`src/rtl/iir_biquad_cascade.sv`:
```
// rtl/iir_biquad_cascade.sv - DF-I biquad cascade sharing one multiplier/accumulator
// Each section takes 5 MAC cycles plus 1 write-back cycle; the output saturates instead of wrapping.
module iir_biquad_cascade #(
  parameter int DW       = 24,
  parameter int CW       = 17,
  parameter int FRAC     = 15,
  parameter int SECTIONS = 4,
  parameter int CAW      = 6
) (
  input  logic                 clk_sys,
  input  logic                 rst,
  input  logic                 in_valid,
  input  logic signed [DW-1:0] din,
  output logic                 out_valid,
  output logic signed [DW-1:0] dout,
  output logic                 busy,
  output logic                 overrun,
  output logic                 sat,
  input  logic                 coef_we,
  input  logic [CAW-1:0]       coef_addr,
  input  logic signed [CW-1:0] coef_wdata,
  output logic                 coef_err,
  input  logic                 state_clr
);
  localparam int NC  = 5 * SECTIONS;
  localparam int AW  = DW + CW + 3;
  localparam int SW  = (SECTIONS > 1) ? $clog2(SECTIONS) : 1;
  localparam int CIW = $clog2(NC);
  localparam logic [CAW:0]         NC_W  = (CAW+1)'(NC);
  localparam logic [SW-1:0]        LAST  = SW'(SECTIONS - 1);
  localparam logic signed [CW-1:0] UNITY = CW'(2 ** FRAC);

  typedef enum logic [1:0] {IDLE, MAC, WB} state_t;

  state_t                state_q, state_d;
  logic [SW-1:0]         sec_q, sec_d;
  logic [2:0]            tap_q, tap_d;
  logic signed [DW-1:0]  x_q, x_d;
  logic signed [AW-1:0]  acc_q, acc_d;
  logic signed [CW-1:0]  coef_q [NC];
  logic signed [CW-1:0]  coef_d [NC];
  logic signed [DW-1:0]  x1_q [SECTIONS];
  logic signed [DW-1:0]  x1_d [SECTIONS];
  logic signed [DW-1:0]  x2_q [SECTIONS];
  logic signed [DW-1:0]  x2_d [SECTIONS];
  logic signed [DW-1:0]  y1_q [SECTIONS];
  logic signed [DW-1:0]  y1_d [SECTIONS];
  logic signed [DW-1:0]  y2_q [SECTIONS];
  logic signed [DW-1:0]  y2_d [SECTIONS];
  logic signed [DW-1:0]  dout_q, dout_d;
  logic                  out_valid_q, out_valid_d;
  logic                  busy_q, busy_d;
  logic                  overrun_q, overrun_d;
  logic                  sat_q, sat_d;
  logic                  coef_err_q, coef_err_d;

  logic [CIW-1:0]        coef_idx;
  logic signed [CW-1:0]  coef_sel;
  logic signed [DW-1:0]  opnd;
  logic signed [AW-1:0]  prod;
  logic signed [AW-1:0]  y_full;
  logic [AW-DW:0]        y_hi;
  logic                  ovf;
  logic signed [DW-1:0]  y_sat;

  always_comb begin
    coef_idx = CIW'(5 * int'(sec_q) + int'(tap_q));
    coef_sel = coef_q[coef_idx];
    case (tap_q)
      3'd0:    opnd = x_q;
      3'd1:    opnd = x1_q[sec_q];
      3'd2:    opnd = x2_q[sec_q];
      3'd3:    opnd = y1_q[sec_q];
      default: opnd = y2_q[sec_q];
    endcase
    prod   = AW'(coef_sel) * AW'(opnd);
    y_full = acc_q >>> FRAC;
    // Not clipping only when every bit above the DW-bit result is a copy of its sign.
    y_hi   = y_full[AW-1:DW-1];
    ovf    = !((&y_hi) || !(|y_hi));
    if (!ovf)
      y_sat = y_full[DW-1:0];
    else if (y_full[AW-1])
      y_sat = {1'b1, {(DW-1){1'b0}}};
    else
      y_sat = {1'b0, {(DW-1){1'b1}}};
  end

  always_comb begin
    state_d     = state_q;
    sec_d       = sec_q;
    tap_d       = tap_q;
    x_d         = x_q;
    acc_d       = acc_q;
    coef_d      = coef_q;
    x1_d        = x1_q;
    x2_d        = x2_q;
    y1_d        = y1_q;
    y2_d        = y2_q;
    dout_d      = dout_q;
    out_valid_d = 1'b0;
    busy_d      = busy_q;
    overrun_d   = in_valid && (state_q != IDLE);
    sat_d       = sat_q;
    coef_err_d  = 1'b0;

    if (coef_we) begin
      if (state_q == IDLE && {1'b0, coef_addr} < NC_W)
        coef_d[CIW'(coef_addr)] = coef_wdata;
      else
        coef_err_d = 1'b1;
    end

    case (state_q)
      IDLE: begin
        if (state_clr) begin
          for (int i = 0; i < SECTIONS; i++) begin
            x1_d[i] = '0;
            x2_d[i] = '0;
            y1_d[i] = '0;
            y2_d[i] = '0;
          end
          sat_d = 1'b0;
        end
        if (in_valid) begin
          x_d     = din;
          sec_d   = '0;
          tap_d   = '0;
          busy_d  = 1'b1;
          state_d = MAC;
        end
      end
      MAC: begin
        if (tap_q == 3'd0)
          acc_d = prod;
        else if (tap_q >= 3'd3)
          acc_d = acc_q - prod;
        else
          acc_d = acc_q + prod;
        if (tap_q == 3'd4)
          state_d = WB;
        else
          tap_d = tap_q + 3'd1;
      end
      WB: begin
        x2_d[sec_q] = x1_q[sec_q];
        x1_d[sec_q] = x_q;
        y2_d[sec_q] = y1_q[sec_q];
        y1_d[sec_q] = y_sat;
        if (ovf)
          sat_d = 1'b1;
        x_d   = y_sat;
        tap_d = '0;
        if (sec_q == LAST) begin
          dout_d      = y_sat;
          out_valid_d = 1'b1;
          busy_d      = 1'b0;
          state_d     = IDLE;
        end else begin
          sec_d   = sec_q + SW'(1);
          state_d = MAC;
        end
      end
      default: state_d = IDLE;
    endcase
  end

  always_ff @(posedge clk_sys or negedge rst) begin
    if (!rst) begin
      state_q     <= IDLE;
      sec_q       <= '0;
      tap_q       <= '0;
      x_q         <= '0;
      acc_q       <= '0;
      for (int i = 0; i < NC; i++)
        coef_q[i] <= (i % 5 == 0) ? UNITY : '0;
      for (int i = 0; i < SECTIONS; i++) begin
        x1_q[i] <= '0;
        x2_q[i] <= '0;
        y1_q[i] <= '0;
        y2_q[i] <= '0;
      end
      dout_q      <= '0;
      out_valid_q <= 1'b0;
      busy_q      <= 1'b0;
      overrun_q   <= 1'b0;
      sat_q       <= 1'b0;
      coef_err_q  <= 1'b0;
    end else begin
      state_q     <= state_d;
      sec_q       <= sec_d;
      tap_q       <= tap_d;
      x_q         <= x_d;
      acc_q       <= acc_d;
      coef_q      <= coef_d;
      x1_q        <= x1_d;
      x2_q        <= x2_d;
      y1_q        <= y1_d;
      y2_q        <= y2_d;
      dout_q      <= dout_d;
      out_valid_q <= out_valid_d;
      busy_q      <= busy_d;
      overrun_q   <= overrun_d;
      sat_q       <= sat_d;
      coef_err_q  <= coef_err_d;
    end
  end

  assign out_valid = out_valid_q;
  assign dout      = dout_q;
  assign busy      = busy_q;
  assign overrun   = overrun_q;
  assign sat       = sat_q;
  assign coef_err  = coef_err_q;
endmodule

```
`config.mk`:
```
export PLATFORM = sky130hd
export DESIGN_NAME = iir_biquad_cascade
export DESIGN_NICKNAME = d
export VERILOG_FILES = /design/src/rtl/iir_biquad_cascade.sv
export SDC_FILE = /design/constraint.sdc
export NUM_CORES = 2
export LEC_CHECK = 0
export CAP_MARGIN = 15
export CORE_MARGIN = 4
export CORE_UTILIZATION = 35
export DETAILED_ROUTE_END_ITERATION = 8
export GPL_TIMING_DRIVEN = 0
export PLACE_DENSITY = 0.54
export SLEW_MARGIN = 40
export SYNTH_ARGS = -nofsm -noshare
export SYNTH_HDL_FRONTEND = slang
export SYNTH_SLANG_ARGS = --single-unit
```
`constraint.sdc`:
```
create_clock -name clk_sys -period 26.2 [get_ports clk_sys]
set_clock_uncertainty 0.05 [all_clocks]
set_input_delay 6.55 -clock clk_sys [delete_from_list [all_inputs] [get_ports clk_sys]]
set_output_delay 6.55 -clock clk_sys [all_outputs]
set_load 0.01 [all_outputs]
```
==> metrics.yaml <==
cts_buffer_depth: 3
grtUsageMet3: 0.03662
async_flop_share: 1.000
synth.cell_area_um2: 54560
grt_start_max_net_pins: 113
ys_ff_latch: 828
first_global_vias: 42170
drt.antenna.violating_nets: 0
number_of_resized_instances_in_the_post_cts_repair_step: 0
fin_setup_tns_ps: 0
dieWidth_um: 402.8
numClockSinks: 828
synthAdderAreaFrac: 0.1843
grt_overflow_total: 0
number_of_synthesized_flops_with_an_enable_pin: 0
cp-start-kind: "flip-flop"
synth_compound_area_frac: 0.1249
run_status: "completed"
syn_to_final_growth_pct: 13.63
first_pass_iters: 5
cts-hold-fix-buffers: 0
clk_transition_reported_paths_ps: 70
critPathCaptureType: "flip-flop"
start_util: 0.3533
hold_class: "flip-flop to flip-flop"
drt-initial-drc-count: 3276
number_of_input_and_output_port_buffers_inserted: 63
first_pass_grt_wire_length_um: 277500
num_io_pins: 81
finish.net_count: 5721
vias: 40460
die-area_um2: 162300
synth-xor-area-share: 0.01638
final_layout_size_suffix_gt1_frac: 0.1677
cts_tree: "yes"
synth-warning-count: 0
endpoints_failing_setup: 0
synth-simple-area-share: 0.08587
antenna_found_initial: 5
path_common_cell: "sky130_fd_sc_hd__fa_1"
cts_buffer_count: 91
gr-max-usage-layer: "met2"
layout_worst_path_cycle_share: 0.6140
placed_cells: 7059
main_combinational_cell_family_by_area_after_synthesis: "adder cells"
timing.final.max_slew_violations: 0
final_period_minus_worst_setup_slack_ps: 16090
worstPathMaxFanout: 10
critPathArrivalTime_ps: 16680
core_area_um2: 154400
fin_cells: 7219
synth_seq_area_share: 0.3799
global_placement_routability_congestion: 0.9250
wl_um: 182400
synth_cell_type_count: 84
grt_util_met1: 0.3069
synth_area_per_cell_um2: 11.09
ctsHtreeMaxLevel: 3
drv_cap: 0
die_h_um: 402.8
dp_hpwl_um: 137800
clk_latency_ps: 730
clock-root-buffer: "sky130_fd_sc_hd__clkbuf_16"
drt-wirelength-per-cell_um: 25.26
drt_drc_violations_left: 0
via_per_inst: 5.605
synthCells: 4918
synth-main-ff-cell: "sky130_fd_sc_hd__dfrtp_1"
grtUsageMet2: 0.3645
placementRows: 144
critical_path.slowest_cell: "sky130_fd_sc_hd__buf_1"
final_core_utilization: 0.4015
worst_pin_slew_ps: 949.0
finish.instance_area_um2: 61990
max_freq_ghz: 0.06216
final_count_of_hold_timing_violations: 0
worstSetupPathType: "flip-flop to flip-flop"
critical-path-max-stage-delay_ps: 670
net_count_synth: 5531
timing.slew.headroom: 0.3673
worst_ep_required_time_ps: 26790
global_route.usage.total: 0.2257
antenna_cells: 0
synth.area.mux_share: 0.1536
placedInstanceArea_um2: 58800
grt_setup_unrepaired: "false"
post_cts_buffers: 0
[state kept, by name (all words and copies together), names as in the netlist, 2 cells and up]
name / flops
x1_q: 96
sec_q: 2
state_q: 2
y2_q: 96
dout: 24
coef_q: 340
y1_q: 96
x2_q: 96
tap_q: 3
x_q: 24
acc_q: 44
[per-stage QoR]
step           setup slack (ps)  hold WS (ps)
3_5_place_dp              10220         415.4
6_report                  10110         425.0
4_1_cts                   10200         429.3
2_1_floorplan             13540         394.4
5_1_grt                    9312         443.4
3_3_place_gp             -20340         406.3
[worst paths after layout]
path | depth (start not counted) | slack, ps | end | startpoint
min in group asynchronous | 1 | 5640 | y1_q[60]$_DFFE_PN0P_ | rst
worst min register to register | 2 | 420 | y1_q[19]$_DFFE_PN0P_ | y1_q[19]$_DFFE_PN0P_
max in group asynchronous | 5 | 18070 | coef_q[127]$_DFFE_PN0P_ | rst
worst max register to register | 45 | 10110 | acc_q[43]$_DFFE_PN0P_ | sec_q[1]$_DFFE_PN0P_
worst max-delay path | 45 | 10110 | acc_q[43]$_DFFE_PN0P_ | sec_q[1]$_DFFE_PN0P_
worst min-delay path | 2 | 420 | y1_q[19]$_DFFE_PN0P_ | y1_q[19]$_DFFE_PN0P_
[cell families after synthesis]
logic type      count (synthesis)
flops                         828
compound gates                984
xor+xnor                      102
buf+inv                       799
simple gates                 1088
mux                           556
fa+ha+maj                     561
[layer usage]
layer | vias to the layer above | wire length, um
li1 | 17400 | -
met1 | 21270 | 77460
met2 | 1468 | 85320
met3 | 312 | 11890
met4 | 2 | 7672
met5 | - | 13
[cell usage in the layout (no fill, tap or decap), types with 93 or more instances in the layout]
master	Yosys	final
sky130_fd_sc_hd__clkbuf_16	0	93
sky130_fd_sc_hd__ha_1	157	157
sky130_fd_sc_hd__inv_1	470	470
sky130_fd_sc_hd__o21ai_0	245	245
sky130_fd_sc_hd__clkbuf_1	280	266
sky130_fd_sc_hd__mux4_2	190	190
sky130_fd_sc_hd__a21oi_1	180	162
sky130_fd_sc_hd__dfrtp_1	824	824
sky130_fd_sc_hd__nand2_1	489	489
sky130_fd_sc_hd__fa_1	404	403
sky130_fd_sc_hd__a22o_1	289	289
sky130_fd_sc_hd__mux2_2	350	350
sky130_fd_sc_hd__nor2_1	365	352
[cells in the mapped netlist (all sizes together), types with 8 or more instances]
master  count  area, um2
dfrtp     824      20620
nand2     489       1836
inv       471       1768
fa        404       8088
nor2      365       1370
mux2      350       3941
a22o      289       2531
clkbuf    280       1051
o21ai     249       1246
mux4      190       4279
a21oi     182      925.9
ha        157       1964
xnor2      63      551.8
buf        46      178.9
xor2       39      341.6
a22oi      37      282.8
nand3      35      175.2
a21o       31      232.7
nand2b     30      187.7
nor3       30      155.1
nor2b      29      181.4
a31oi      26      162.7
o21a       24      180.2
a221oi     21      183.9
or3        19      123.9
nand4      18      112.6
a221o      17      170.2
and2       17      106.4
mux2i      16      160.2
a211oi     13      102.6
and3       11      73.82
o211ai     11      82.58
o31ai      11      82.58
o21bai      9      67.56
a211o       8      70.07
or2         8      50.05
[critical path, delay by kind of cell, from the launching register on]
family	cells	cell delay, ps
AO/OA/AOI/OAI	14	4460
XOR/XNOR	2	640
adder cells (fa/ha/maj)	10	4410
buffers and inverters	11	3530
flip-flops	1	490
multiplexers	2	640
AND/OR/NAND/NOR	6	1730
[area by class of cell]
class,instances,area [um2]
plain buffers,326,1294
clock buffers,135,2705
clock inverters,25,454.2
fillers,14900,92410
inverters,473,1775
multi-input cells,3291,31370
flip-flops and latches,828,20720
well taps,2044,2557
repair buffers,97,1114
Power is not shown: default switching activity piles up to over one toggle a cycle in this logic, so the estimate is an artifact.
